==> config.mk <==
export PLATFORM = sky130hd
export DESIGN_NAME = mem_stage
export DESIGN_NICKNAME = d
export VERILOG_FILES = /design/src/rtl/mycpu_pkg.sv /design/src/rtl/mem_load_align.sv /design/src/rtl/mem_stage.sv
export SDC_FILE = /design/constraint.sdc
export NUM_CORES = 1
export LEC_CHECK = 0
export BUFFER_PORTS_ARGS = -buffer_cell sky130_fd_sc_hd__buf_2
export CAP_MARGIN = 40
export CORE_MARGIN = 5
export CORE_UTILIZATION = 31
export CTS_CLUSTER_DIAMETER = 120
export DETAILED_ROUTE_END_ITERATION = 8
export PLACE_DENSITY = 0.59
export SLEW_MARGIN = 15
export SYNTH_ARGS = -nofsm -noshare
export SYNTH_HDL_FRONTEND = slang
export SYNTH_SLANG_ARGS = --single-unit
==> constraint.sdc <==
create_clock -name clk -period 5 [get_ports clk]
set_input_delay 0 -clock clk [delete_from_list [all_inputs] [get_ports clk]]
set_output_delay 0 -clock clk [all_outputs]
set_load 0.05 [all_outputs]
==> src/rtl/mycpu_pkg.sv <==
// mycpu_pkg: definitions shared by the MEM stage of the 5-stage pipeline.
//   - Bus widths: EX2MEM_W, MEM2WB_W, MEM2ID_W
//   - Load-type codes (bit 2 set = zero-extend)
//   - Response-tracking states for an outstanding data-SRAM read
//   - Packed views of the EX->MEM, MEM->WB and MEM->ID buses
package mycpu_pkg;

    localparam int EX2MEM_W = 106;
    localparam int MEM2WB_W = 102;
    localparam int MEM2ID_W = 39;

    localparam logic [2:0] LD_W  = 3'b000;
    localparam logic [2:0] LD_B  = 3'b001;
    localparam logic [2:0] LD_H  = 3'b010;
    localparam logic [2:0] LD_BU = 3'b101;
    localparam logic [2:0] LD_HU = 3'b110;

    typedef enum logic [1:0] {
        R_IDLE = 2'd0,
        R_WAIT = 2'd1,
        R_HOLD = 2'd2
    } resp_state_e;

    typedef struct packed {
        logic [2:0]  ld_type;
        logic        res_from_mem;
        logic [31:0] alu_result;
        logic        gr_we;
        logic [4:0]  dest;
        logic [31:0] pc;
        logic [31:0] inst;
    } ex2mem_t;

    typedef struct packed {
        logic [31:0] final_result;
        logic        gr_we;
        logic [4:0]  dest;
        logic [31:0] pc;
        logic [31:0] inst;
    } mem2wb_t;

    typedef struct packed {
        logic        wr_en;
        logic [4:0]  dest;
        logic [31:0] fwd_data;
        logic        load_pending;
    } mem2id_t;

endpackage

==> src/rtl/mem_load_align.sv <==
// mem_load_align: selects and extends the loaded field out of a 32-bit read word.
// Ports:
//   rdata_i    in  32  raw word from the data SRAM (or its held copy)
//   off_i      in  2   byte offset, alu_result[1:0]
//   ld_type_i  in  3   load code from mycpu_pkg
//   result_o   out 32  aligned, sign/zero-extended load value
module mem_load_align
    import mycpu_pkg::*;
(
    input  logic [31:0] rdata_i,
    input  logic [1:0]  off_i,
    input  logic [2:0]  ld_type_i,
    output logic [31:0] result_o
);

    logic [7:0]  byteSel;
    logic [15:0] halfSel;

    always_comb begin
        case (off_i)
            2'd0:    byteSel = rdata_i[7:0];
            2'd1:    byteSel = rdata_i[15:8];
            2'd2:    byteSel = rdata_i[23:16];
            default: byteSel = rdata_i[31:24];
        endcase
    end

    // Halfword loads are aligned upstream, so only off[1] picks the half.
    assign halfSel = off_i[1] ? rdata_i[31:16] : rdata_i[15:0];

    always_comb begin
        case (ld_type_i)
            LD_B:    result_o = {{24{byteSel[7]}}, byteSel};
            LD_BU:   result_o = {24'b0, byteSel};
            LD_H:    result_o = {{16{halfSel[15]}}, halfSel};
            LD_HU:   result_o = {16'b0, halfSel};
            default: result_o = rdata_i;
        endcase
    end

endmodule

==> src/rtl/mem_stage.sv <==
// mem_stage: MEM stage of the 5-stage in-order pipeline (between EX and WB).
// Holds one instruction, waits for the data-SRAM read response of a load,
// aligns the load data and drives the WB bus plus a hazard/forward bus to ID.
// Ports:
//   clk, reset         clock; asynchronous active-high reset
//   EX_to_MEM_valid/bus  incoming instruction (106 bits)
//   MEM_allow_in       MEM can take EX's bus this cycle
//   data_sram_data_ok  read response strobe, data_sram_rdata its data
//   WB_allow_in        WB can take MEM's result this cycle
//   MEM_to_WB_valid/bus  outgoing result (102 bits)
//   MEM_to_ID_bus      {wr_en, dest, fwd_data, load_pending} (39 bits)
// Build option: define MEM_FWD_EN to forward final_result on fwd_data;
// otherwise fwd_data is tied to zero and ID stalls on any dest match.
module mem_stage
    import mycpu_pkg::*;
(
    input  logic                clk,
    input  logic                reset,
    input  logic                EX_to_MEM_valid,
    input  logic [EX2MEM_W-1:0] EX_to_MEM_bus,
    output logic                MEM_allow_in,
    input  logic                data_sram_data_ok,
    input  logic [31:0]         data_sram_rdata,
    input  logic                WB_allow_in,
    output logic                MEM_to_WB_valid,
    output logic [MEM2WB_W-1:0] MEM_to_WB_bus,
    output logic [MEM2ID_W-1:0] MEM_to_ID_bus
);

    ex2mem_t     exBus;
    ex2mem_t     bus_q;
    logic        memValid_q;
    resp_state_e state_q;
    resp_state_e state_d;
    logic [31:0] rdataHold_q;
    logic [31:0] rdataHold_d;

    logic        readyGo;
    logic        accept;
    logic [31:0] loadSrc;
    logic [31:0] loadData;
    logic [31:0] finalResult;
    mem2wb_t     wbBus;
    mem2id_t     idBus;

    assign exBus = EX_to_MEM_bus;

    // A load may leave once its response is here now or was parked earlier.
    always_comb begin
        readyGo = 1'b1;
        if (bus_q.res_from_mem) begin
            readyGo = ((state_q == R_WAIT) && data_sram_data_ok) || (state_q == R_HOLD);
        end
    end

    assign MEM_allow_in    = ~memValid_q | (readyGo & WB_allow_in);
    assign accept          = EX_to_MEM_valid & MEM_allow_in;
    assign MEM_to_WB_valid = memValid_q & readyGo;

    // data_ok is only meaningful in R_WAIT; in R_IDLE or R_HOLD it is dropped,
    // so stale responses after reset and duplicate pulses never corrupt state.
    // A newly accepted instruction overrides the transition of the departing one.
    always_comb begin
        state_d     = state_q;
        rdataHold_d = rdataHold_q;
        case (state_q)
            R_WAIT: begin
                if (data_sram_data_ok) begin
                    if (WB_allow_in) begin
                        state_d = R_IDLE;
                    end else begin
                        state_d     = R_HOLD;
                        rdataHold_d = data_sram_rdata;
                    end
                end
            end
            R_HOLD: begin
                if (WB_allow_in) begin
                    state_d = R_IDLE;
                end
            end
            default: begin
                state_d = R_IDLE;
            end
        endcase
        if (accept) begin
            state_d = exBus.res_from_mem ? R_WAIT : R_IDLE;
        end
    end

    always_ff @(posedge clk or posedge reset) begin
        if (reset) begin
            memValid_q  <= 1'b0;
            state_q     <= R_IDLE;
            rdataHold_q <= 32'b0;
        end else begin
            if (MEM_allow_in) begin
                memValid_q <= EX_to_MEM_valid;
            end
            state_q     <= state_d;
            rdataHold_q <= rdataHold_d;
        end
    end

    // The payload is only meaningful while memValid_q is set, so it has no reset.
    always_ff @(posedge clk) begin
        if (accept) begin
            bus_q <= exBus;
        end
    end

    assign loadSrc = (state_q == R_HOLD) ? rdataHold_q : data_sram_rdata;

    mem_load_align u_align (
        .rdata_i   (loadSrc),
        .off_i     (bus_q.alu_result[1:0]),
        .ld_type_i (bus_q.ld_type),
        .result_o  (loadData)
    );

    assign finalResult = bus_q.res_from_mem ? loadData : bus_q.alu_result;

    always_comb begin
        wbBus.final_result = finalResult;
        wbBus.gr_we        = bus_q.gr_we;
        wbBus.dest         = bus_q.dest;
        wbBus.pc           = bus_q.pc;
        wbBus.inst         = bus_q.inst;
    end

    assign MEM_to_WB_bus = wbBus;

    // Fields are gated with memValid_q so ID sees an all-zero bus when MEM is empty.
    always_comb begin
        idBus.wr_en        = memValid_q & bus_q.gr_we;
        idBus.dest         = memValid_q ? bus_q.dest : 5'b0;
        idBus.load_pending = memValid_q & bus_q.res_from_mem & ~readyGo;
`ifdef MEM_FWD_EN
        idBus.fwd_data     = idBus.wr_en ? finalResult : 32'b0;
`else
        idBus.fwd_data     = 32'b0;
`endif
    end

    assign MEM_to_ID_bus = idBus;

endmodule

==> results of run 1 <==
-- layout make-up --
class / instances / area [µm²]
fillers: 1982 / 11900
flip-flops and latches: 141 / 4060
repair buffers: 401 / 2780
multi-input cells: 286 / 1960
clock buffers: 17 / 425
well taps: 280 / 350
clock inverters: 15 / 189
inverters: 9 / 33.8
-- what timing repair did --
| item | in CTS | in global routing |
|---|---|---|
| hold buffers | 142 | 0 |
| gates resized for setup | 0 | 0 |
| hold endpoints to repair | 176 | 0 |
-- routing by layer --
| layer | GRT usage | up-vias | share of wire |
|---|---|---|---|
| met2 | 0.296 | 288 | 0.49 |
| met3 | 0.0569 | 28 | 0.092 |
| met5 | 0 | - | 0 |
| met1 | 0.218 | 2509 | 0.40 |
| li1 | - | 2452 | - |
| met4 | 0.0512 | 0 | 0.018 |
-- cells in the final DEF (no fill, tap or decap), types with 9 or more instances in the layout --
cell	synthesis	routed
mux2_2	41	41
nor2_1	11	10
o21ai_0	10	10
dfrtp_1	35	35
a21oi_1	15	15
inv_1	9	9
buf_2	3	253
clkbuf_16	0	17
nand2b_1	25	24
edfxtp_1	106	106
dlygate4sd3_1	0	142
o221ai_1	15	15
nand3_1	11	11
mux2i_1	15	15
conb_1	1	32
a31oi_1	15	15
nand2_1	39	39
-- stage by stage --
stage          cells  utilization
3_5_place_dp     975        0.358
4_1_cts         1149        0.451
2_1_floorplan    563            -
3_3_place_gp     973        0.355
6_report        1149        0.451
5_1_grt         1149        0.451
-- worst max-delay path: cells and delay by family (launching register included) --
family          cells  cell delay (ns)
simple gates        2             1.16
buf+inv             2             0.56
mux                 1             0.32
flops               1             0.40
compound gates      2             0.49
-- sequential cells by signal, summed over array words and instances (netlist names) --
signal	flops
rdataHold_q	32
state_q	2
MEM_to_WB_bus	70
bus_q	36
memValid_q	1
-- cells by family after synthesis --
group,after synthesis
flip-flops,141
AO/OA/AOI/OAI,78
adder cells (fa/ha/maj),2
buffers and inverters,136
other,1
AND/OR/NAND/NOR,115
multiplexers,59
-- synth_stat cells, types with 10 or more instances --
library cell  instances  area, µm²
a21oi_1              15       75.1
a31oi_1              15       93.8
buf_4               103        773
clkbuf_1             18       67.6
dfrtp_1              35        876
edfxtp_1            106       3180
mux2_2               41        462
mux2i_1              15        150
nand2_1              39        146
nand2b_1             25        156
nand3_1              11       55.1
nor2_1               11       41.3
o21ai_0              10       50.1
o221ai_1             15        131
-- how the worst max path moves through the flow --
| stage | startpoint | endpoint | slack [ns] | cells after the start |
|---|---|---|---|---|
| floorplan | state_q[0] | state_q[0] | 0.77 | 6 |
| global placement | state_q[0] | MEM_to_WB_bus[101] | 1.80 | 6 |
| detailed placement | state_q[0] | MEM_to_WB_bus[101] | 2.10 | 7 |
| CTS | state_q[0] | MEM_to_WB_bus[101] | 1.62 | 7 |
| global route | state_q[0] | MEM_to_WB_bus[101] | 1.46 | 7 |
| finish | state_q[0] | MEM_to_WB_bus[101] | 1.64 | 7 |
-- power by group through the flow --
stage	combinational [mW]	clock [mW]	sequential, mW
2_1_floorplan	0.601	0	1.49
3_3_place_gp	0.729	0	1.51
3_5_place_dp	0.741	0	1.51
4_1_cts	0.832	1.35	1.49
5_1_grt	0.882	1.41	1.50
6_report	0.831	1.33	1.49
==> impl_summary.md, run 1 <==
Drt
The via count is ~5300. Using the TritonRoute via totals, the vias-per-cell ratio works out to between 4 and 5. The total iterations of the first detailed-routing run is 5. Wires add up to between 20000 and 25000 µm. The count of unresolved DRC violations after routing is 0. The routed wirelength normalized by instance count is 19.4 µm. The final antenna-violating net count is 0. After the first detailed-routing iteration, the DRC count stood at 463.

Logic synthesis
A synthesized cell averages about 13 µm². The sequential fraction of the synthesis area is 0.596. Synthesis instantiated 44 different standard cells from the library. Of the total synthesized cell area, the portion taken by XOR and XNOR cells is 0. The count of state elements after synthesis is around 140.

The synthesized design contains 106 enable-type register cells. The area fraction in and, or, nand and nor cells after synthesis is 0.0881. After synthesis, the share of flip-flops with an asynchronous set or reset is 0.248. The adder and majority gate portion of the synthesized area is 0.00368. By area, the combinational part of the netlist is dominated by buffers and inverters. The warning count from the yosys run is 0. The synthesized area is ~6800 µm². The most used flip-flop cell after synthesis is edfxtp_1. The mux share of post-synthesis cell area is 0.0976. In the synthesized netlist, the number of instances is between 500 and 600. The area fraction in compound gates after synthesis was 0.0792.

Floorplanning
The placeable core region is ~22000 µm². The row count is 54. The area enclosed by the die boundary is about 25000 µm². The initial standard-cell utilization of the core is 0.314. The chip height is roughly 160 µm. The width of the chip is 158 µm. The number of top-level pins is between 200 and 300.

GRT
The number of antenna violations at the first check in global routing was 0. The number of global-route vias before repair is around 5500. The aggregate global routing overflow is 0. Entering global routing, the biggest net connects 54 pins. The first-pass GRT wire length is 33000 µm. The overall track demand over capacity in global routing is 0.176.

STA
The final worst-path setup slack is roughly 1.6 ns. The final number of max-transition violations is 0. The relative slew slack is 0.422. The time the worst path needs with I/O delays and setup is approximately 3.4 ns.

The worst-margin pin slew is about 0.86 ns. In the final timing run, aggregate negative setup slack is 0 ns. The highest clock frequency the design can meet is 297 MHz. Setup repair after global routing left no endpoint under its margin.

The share of the clock period used by the worst path is 0.673. The final hold violation count was 0. The worst-case hold slack is about 0.25 ns. The count of endpoints failing setup in the final report is 0. The worst clock skew on the final layout is between 0.01 and 0.015 ns.

Setup path
In this run the worst path has a maximum fanout of 23. The worst stage delay on the critical path is 0.79 ns. The worst reg2reg path startpoint is state_q[0]. The startpoint class of the critical path is a flip-flop. The worst register-to-register path has a depth of 6.

The setup check on the worst reg-to-reg path leaves a slack of 2.60 ns. The setup path with the least slack is of type reg -> out. The signal on the critical path passes through nand2b_2 -> buf_12 -> mux2_4 -> o21a_1 -> nor4b_4 -> o221ai_1 -> buf_2.

At the worst endpoint, the required time is 5.00 ns. For the worst setup path, the data arrival time is about 3.4 ns. The endpoint class of the critical path is an output pin.

The worst-path cell with the longest stage delay is nor4b_4. The endpoint identified for the worst register-to-register timing path is bus_q[93].

Power
The register share of total power is 0.408. Of the total power, the clock network draws 0.364. The static leakage is about 4.3 nW. IR analysis of the VDD net gives a maximum drop of roughly 240 µV. For this design the total switching power over the nets is roughly 1.2 mW. The power share of the combinational group is 0.228. Of the total power, the share spent switching nets is 0.330. The total power divided by cell area is 372 nW/µm².

Summing internal, switching and leakage power gives around 3.6 mW. The internal power of the cells totals 2.44 mW.

Placed design
The congestion estimate from routability-driven global placement came to around 0.77. The HPWL after detailed placement is 15400 µm. OpenSTA, run right after detailed placement, puts the worst setup slack at approximately 2.1 ns. In this run the cell area measured after placement is 7750 µm².

Buffers placed on the I/O ports in this run total between 200 and 300.

Cells and area
From synthesis to final layout, the design area changed by 43.8%. The number of antenna repair diodes is 0. After routing the design area is slightly below 10000 µm².

The number of nets in the layout is 1001. The proportion of layout cells with a drive suffix above 1 is 0.392.

Clock tree
The clock tree synthesis step divided the H-tree into 4 levels. No sink is reached through more buffers than the 2 on the longest clock path. TritonCTS built the clock tree. The number of sinks on the clock net is roughly 140. The clock-pin slew on the worst setup and hold paths is 0.07 ns.

Once the clock tree was built, the setup fixing pass inserted 0 buffers. The root buffer cell is clkbuf_16. The number of buffers inserted during clock tree synthesis is 17. Clock latency on the worst-skew pair, taken at its later pin, is roughly 0.43 ns.

Run
The tool flagged a number of max-cap violations equal to 0.

Outcome
The flow ran to the end, and the final reports show no timing, DRC or antenna violations.

Worst hold path
The class of the worst hold path is in -> async.
Power figures use the tool's default switching activity.
==> run 2, diff against run 1 <==
==> constraint.sdc (replaced) <==
create_clock -name clk -period 3.3 [get_ports clk]
set_input_delay 0 -clock clk [delete_from_list [all_inputs] [get_ports clk]]
set_output_delay 0 -clock clk [all_outputs]
set_load 0.05 [all_outputs]
==> run 2 against run 1 <==
Effect of this change: routed wire length is 3.8% lower; cell count is 0.44% higher; non-clock buffer count is 4 higher; highest routed layer unchanged; power is 51% higher; combinational power is 50% higher; sequential share of layout area hardly changed; critical path depth is 1 lower; clock skew is 0.0011 ns higher; count of clock-buffer cells in the layout stayed put; largest cell class unchanged; global-route usage is 0.44 points lower; die area stayed put.
==> impl_summary.md, run 2 (synthesized netlist as in run 1, its figures left out) <==
Clock tree
The clock net in this run drives a total of ~140 sinks. The deepest clock path buffer count is 2. The clock-pin slew on the worst setup and hold paths is about 0.070 ns. The H-tree level count is 4.

Clock tree synthesis selected as its root buffer the cell clkbuf_16. In this run the post-CTS setup repair buffer count came out at 0. The number of buffers inserted during clock tree synthesis is 17. The number of gates given a new drive strength after cts is 0. The worst-skew pair later-pin latency is 0.43 ns. TritonCTS built the clock tree.

Cells and area
The proportion of layout cells with a drive suffix above 1 is 0.395. The final-layout fill cell count is between 1500 and 2000. In the final layout, the multi-input gates occupy between 1500 and 2000 µm². Across the whole layout, storage elements account for approximately 4100 µm². In the final design database the tool counted 1005 nets. The register with the most flip-flops in the layout has 70 of them. The most common library cell in the layout ignoring fill and taps is buf_2. In the layout the commonest cells are buf_2 (253), dlygate4sd3_1 (142), edfxtp_1 (106). Summing all non-filler instances in the final layout gives an area of 9790 µm².

The signed area change from the synthesized netlist to the final layout is 43.8%.

GRT
For met3 alone, demand over resource in global routing was 0.0588. The global-route track usage on met2 is 0.288. Entering global routing, the biggest net connects 51 pins. Global routing finished with a remaining overflow of 0. The number of global-route vias before repair is ~5600. The global routing's busiest layer is met2. The overall track demand over capacity in global routing is 0.172. The number of antenna violations at the first check in global routing is 1.

For this run, global-route usage on met1 was measured as 0.208. The first-pass GRT wire length is between 30000 and 40000 µm.

Drt
After detailed routing, the average wire length per cell comes to between 15 and 20 µm. The detail-routed via count per cell is 4.57. For this block, the via count after detailed routing is between 5000 and 6000. The starting DRC count in detailed routing is around 330. The count of nets left with antenna violations once routing finished came out at 0. The total detailed-routing wirelength is around 21000 µm. The count of unresolved DRC violations after routing is 0. The total iterations of the first detailed-routing run is 5.

Floorplanning
The initial standard-cell utilization of the core is 0.314. In this run the core area contains between 50 and 60 standard-cell rows. The floorplan step defined a die boundary enclosing between 20000 and 30000 µm². The placeable core region is roughly 22000 µm².

The width of the chip is around 160 µm. The chip height is around 160 µm. The number of top-level pins is approximately 290.

Setup path
For this design, the slowest cell found on the critical path is edfxtp_1. Data on the critical path is required at its endpoint by between 3 and 4 ns. STA puts the critical path data arrival time at 3.01 ns. In this design, the stage delay of the slowest critical-path cell is 0.62 ns. The setup path with the least slack is of type reg -> out.

STA classifies the critical path endpoint as an output pin. Traced cell by cell, the critical path runs through inv_1 -> nor2_1 -> a22oi_1 -> nand4bb_1 -> a31oi_1 -> buf_2. Of all nets on the critical path, the largest fanout is 16. The worst setup path is launched from a flip-flop.

Power
For this design the static power due to leakage is between 4 and 5 nW. VDD sags by at most between 300 and 400 µV. Dividing total power by cell area gives a power density of 560 nW/µm².

STA
The clock period could shrink to around 3 ns. The final hold violation count is 0. Setup repair after global routing left no endpoint under its margin.

On the final layout, the worst clock skew is around 0.012 ns. The highest clock frequency the design can meet is between 300 and 400 MHz. The share of the clock period used by the worst path is 0.912. Setup violations remaining at the end of the flow were counted as 0.

The final worst-path setup slack is roughly 0.29 ns. The final number of max-transition violations is 0. At the pin with the least slew margin, the transition time is ~0.82 ns. The summed negative setup slack over all endpoints is 0 ns.

The relative slew slack is 0.452.

Worst hold path
The class of the worst hold path is in -> reg.

Placed design
The HPWL after detailed placement is 15100 µm. The routability congestion estimate from global placement is around 0.86. The count of buffers added on input and output ports is about 250. Timing analysis after detailed placement gives a worst setup slack of around 0.76 ns. The area of placed instances is 7750 µm².

Outcome
The run finished with clean final reports.

Run
Max-cap violations in this run came to 0.
-- run 2: cell count changes in the layout (fill, tap and decap cells not counted) --
cell,change
buf_12,-1
buf_16,-1
buf_4,+6
bufinv_16,-1
clkinv_4,-1
clkinv_8,+2
diode_2,+1
inv_12,+1
inv_8,-1
-- run 2: what timing repair did --
| item | CTS | global route |
|---|---|---|
| setup endpoints to repair | 0 | 0 |
| hold endpoints to repair | 176 | 0 |
| hold buffers | 142 | 0 |
-- run 2: report_power, final --
group	internal, mW	total (mW)	switching (mW)
clock network	1.04	1.98	0.944
registers	2.15	2.25	0.105
logic	0.455	1.25	0.797
-- run 2: metal layers --
layer / up-vias / part of all wire
met5: - / 0
met4: 0 / 0.023
met3: 32 / 0.10
met2: 279 / 0.49
met1: 2505 / 0.39
li1: 2455 / -
-- run 2: per-stage QoR --
stage / cells / hold WS, ns / util / total power [mW]
after floorplan: 563 / 0.0732 / - / 3.17
after global placement: 979 / 0.146 / 0.357 / 3.39
after detailed placement: 979 / 0.142 / 0.357 / 3.41
after CTS: 1153 / 0.00998 / 0.451 / 5.52
after global routing: 1154 / 0.00516 / 0.451 / 5.73
final: 1154 / 0.0175 / 0.451 / 5.49
-- run 2: critical path: cells and delay by family (launching register included) --
family | cells | cell delay (ns)
compound gates | 2 | 0.57
buf+inv | 2 | 0.78
flops | 1 | 0.62
simple gates | 2 | 0.61
-- run 2: final cells by class --
type / count / share of cell area
clock inverters: 15 / 0.0192
diodes: 1 / 0.000256
well taps: 280 / 0.0358
multi-input cells: 286 / 0.200
inverters: 9 / 0.00345
clock buffers: 17 / 0.0435
repair buffers: 405 / 0.283
flip-flops and latches: 141 / 0.415
-- run 2: final timing paths --
kind / startpoint / end / slack (ns) / cells past startpoint
worst max-delay path: bus_q[71] / MEM_to_WB_bus[79] / 0.29 / 6
worst max register to register: state_q[0] / MEM_to_WB_bus[1] / 1.11 / 5
max in group asynchronous: reset / rdataHold_q[18] / 2.70 / 4
worst min-delay path: data_sram_data_ok / state_q[0] / 0.02 / 3
worst min register to register: rdataHold_q[12] / rdataHold_q[12] / 0.51 / 1
min in group asynchronous: reset / rdataHold_q[12] / 0.24 / 4
==> run 3, diff against run 2 <==
--- a/config.mk
+++ b/config.mk
@@ -5,7 +5,8 @@
 export SDC_FILE = /design/constraint.sdc
 export NUM_CORES = 1
 export LEC_CHECK = 0
-export BUFFER_PORTS_ARGS = -buffer_cell sky130_fd_sc_hd__buf_2
+export ABC_AREA = 1
+export BUFFER_PORTS_ARGS = -buffer_cell sky130_fd_sc_hd__buf_4
 export CAP_MARGIN = 40
 export CORE_MARGIN = 5
 export CORE_UTILIZATION = 31
==> run 3 against run 2 <==
Effect of this change: setup slack improved by 0.16 ns; maximum frequency increased by 5.8%; via count grew 7.0%.
==> impl_summary.md, run 3 <==
Cells and area
The multi-input combinational cells in the finished layout cover a total of roughly 1900 µm². The proportion of layout cells with a drive suffix above 1 is 0.314. From synthesis to final layout, the design area changed by 51.6%. Leaving out filler cells and counting taps, the final layout contains around 1300. The number of nets in the layout is 1149. Counting the fill cells in the layout gives roughly 2000.

In the layout the commonest cells are buf_4 (261), dlygate4sd3_1 (144), nand2_1 (120). The area used by sequential logic in the layout is around 4100 µm². The register with the most flip-flops in the layout has 70 of them. The most common library cell in the layout ignoring fill and taps is buf_4.

Logic synthesis
Counting flops with a built-in enable in the synthesized netlist gives about 110. Counting instances in the post-synthesis netlist gives the leading cell types as nand2_1 (121), edfxtp_1 (106), buf_4 (105). The library cell occupying the most area in the post-synthesis netlist is edfxtp_1. Of the total synthesized cell area, the portion taken by XOR and XNOR cells is 0.

Ranked by total cell area, the synthesized netlist is headed by edfxtp_1 (46%), dfrtp_1 (13%), buf_4 (11%), nand2_1 (6.5%), nor2_1 (3.2%). For this run, the leading register cell type out of synthesis is edfxtp_1. The adder and majority gate portion of the synthesized area is 0.00361. The count of state elements after synthesis is between 100 and 150. The Yosys step of the flow raised 0 warnings. Counting flops with an async set or reset pin after synthesis yields a share of 0.248. The cell area that synthesis handed to floorplanning was around 6900 µm². The main combinational cell family by area after synthesis is buffers and inverters.

The cell count after synthesis is around 680. Of the post-synthesis cell area, the part taken by muxes is 0.00469. Yosys instantiated no cell more often than nand2_1. Of the total synthesized cell area, the portion taken by AND, OR, NAND and NOR gates is 0.128. The mean post-synth cell area is between 10 and 15 µm². The post-synthesis cell type count is 33.

The area fraction in compound gates after synthesis was 0.113. Of the synthesized area, sequential elements account for 0.585. Of the post-synthesis cell area, the dominant cell type holds 0.459.

Clock tree
The number of gates given a new drive strength after cts is 0. The worst-skew pair later-pin latency is between 0.4 and 0.5 ns. The number of clock buffers added by TritonCTS is 17. The number of setup buffers added after CTS is 0.

The root buffer cell is clkbuf_16. The clock passes through at most 2 buffers. CTS saw 141 sinks. The clock-pin slew on the worst setup and hold paths is approximately 0.070 ns.

The CTS tree is built. The number of hold buffers added after CTS was about 140. The H-tree level count is 4.

STA
Setup total negative slack on the finished layout was measured at 0 ns. The final hold violation count was 0. The highest clock frequency the design can meet is ~350 MHz.

For the final database, setup skew stands at 0.00846 ns. At the pin with the least slew margin, the transition time is 0.650 ns. The final number of max-transition violations is 0. Dividing the final minimum period by the clock period gives 0.862. Setup violations remaining at the end of the flow were counted as 0. Setup repair after global routing left no endpoint under its margin. Subtracting the final worst setup slack from the clock period gives around 2.8 ns. Measured against its own limit, the worst slew margin works out to 0.566.

Floorplanning
The number of top-level pins is around 290. The initial standard-cell utilization of the core is 0.316. Measured along the y axis, the die boundary spans between 150 and 200 µm.

The placeable core region is around 22000 µm². The width of the chip is 160 µm. The area enclosed by the die boundary is approximately 25000 µm². In this run the core area contains 54 standard-cell rows.

Drt
The final antenna-violating net count is 0. The routed design has roughly 22000 µm of wire. After detailed routing, the number of vias per cell comes to around 4.3.

The routed wirelength normalized by instance count is about 17 µm. The count of unresolved DRC violations after routing is 0. The detailed router finished its first iteration with 330 violations. The final route contains between 5000 and 6000 vias.

The total iterations of the first detailed-routing run is 5.

Setup path
Traced cell by cell, the critical path runs through inv_1 -> nor2_1 -> inv_1 -> nand2_1 -> nand2_1 -> o211ai_1 -> nand2_1 -> o21ai_1 -> buf_4. The slowest stage of the critical path is the edfxtp_1 cell. The dominant cell type by count on the critical path is nand2_1. STA classifies the critical path startpoint as a flip-flop. Data on the critical path arrives at its endpoint at roughly 2.9 ns. The worst stage delay on the critical path is approximately 0.63 ns. Data on the critical path is required at its endpoint by around 3.3 ns. The worst setup path is captured at an output pin. Along the worst path, the maximum fanout reaches 15.

Tracing the worst setup path back leads to its startpoint at bus_q[71]. The setup check on the worst reg-to-reg path leaves a slack of roughly 0.8 ns. The startpoint identified for the worst register-to-register timing path is state_q[1]. The setup path with the least slack is of type reg -> out.

Outcome
The run finished with clean final reports.

GRT
The number of antenna violations at the first check in global routing was 1. Across every metal layer, demand over resource in global routing totals 0.169. The maximum number of pins on one net before global-route repair is 50. The number of global-route vias before repair was just under 6000.

For this run the aggregate overflow at the end of global routing stands at 0. The first-pass GRT wire length is between 30000 and 40000 µm.

Power
In this run the static leakage power is approximately 4.8 nW. Across the VDD grid, the largest voltage drop is between 300 and 400 µV. Power spread over the standard cell area amounts to between 600 and 700 nW/µm².

Run
Across the run, the number of max-cap violations was 0.

Placed design
During placement, the flow inserted port buffers numbering 253. Counting tap cells, the placed design contains a total of 1121 instances. Routability-driven placement finished with a final weighted congestion of roughly 0.95.

The HPWL after detailed placement is 15700 µm.

Worst hold path
The class of the worst hold path is in -> async.
-- run 3: changes by cell type in the layout (fill, tap and decap cells not counted), moves of 12 or more --
cell,delta
nand2_1,+81
inv_1,+48
a31oi_1,-13
o21ai_0,+33
mux2i_1,-14
nand2b_1,-24
nor2_1,+49
buf_2,-253
buf_4,+252
a21oi_1,+28
mux2_2,-39
nand3_1,+12
o221ai_1,-15
-- run 3: power breakdown --
group	internal (mW)	total, mW	switching (mW)
sequential	2.29	2.42	0.135
clock	1.01	1.89	0.876
combinational	0.730	2.25	1.52
total	4.03	6.56	2.53
-- run 3: final timing paths --
kind	to	cells after the start
max	MEM_to_WB_bus[75]	9
min	rdataHold_q[7]	4
max reg2reg	MEM_to_WB_bus[7]	9
min reg2reg	rdataHold_q[27]	2
max in group asynchronous	rdataHold_q[25]	4
min in group clk	MEM_to_WB_bus[1]	2
-- run 3: critical path: cells and delay by family, from the launching register on --
family / cells / cell delay (ns)
buf+inv: 3 / 0.78
simple gates: 4 / 0.61
flops: 1 / 0.63
compound gates: 2 / 0.41
-- run 3: stage by stage --
stage                     power (mW)  instance area [µm²]  utilization  hold slack (ns)  worst slack, ns
after global routing            6.90                10500        0.479            0.280            0.239
final                           6.56                10500        0.479            0.260            0.454
after floorplan                 4.01                 7060            -           0.0989           0.0771
after CTS                       6.61                10500        0.479            0.266            0.510
after global placement          4.54                 8490        0.387            0.161            0.893
after detailed placement        4.57                 8490        0.387            0.169            0.807
-- run 3: per-layer routing --
metal,GRT usage,vias to the layer above,share of wire
li1,-,2773,-
met1,0.203,2579,0.40
met2,0.283,256,0.49
met3,0.0551,34,0.084
met4,0.0639,0,0.026
met5,0,-,0
-- run 3: layout make-up --
| type | instances | area share |
|---|---|---|
| clock inverters | 14 | 0.0140 |
| flip-flops and latches | 141 | 0.386 |
| diodes | 1 | 0.000238 |
| inverters | 60 | 0.0218 |
| multi-input cells | 377 | 0.176 |
| clock buffers | 18 | 0.0408 |
| well taps | 280 | 0.0333 |
| repair buffers | 407 | 0.327 |
-- run 3: kinds of logic (layout without fill, tap and decap cells) --
kind of cell | after synthesis | count (layout)
compound gates | 125 | 125
fa+ha+maj | 2 | 2
buf+inv | 188 | 499
flops | 141 | 141
mux | 3 | 3
other cells | 1 | 33
simple gates | 215 | 215
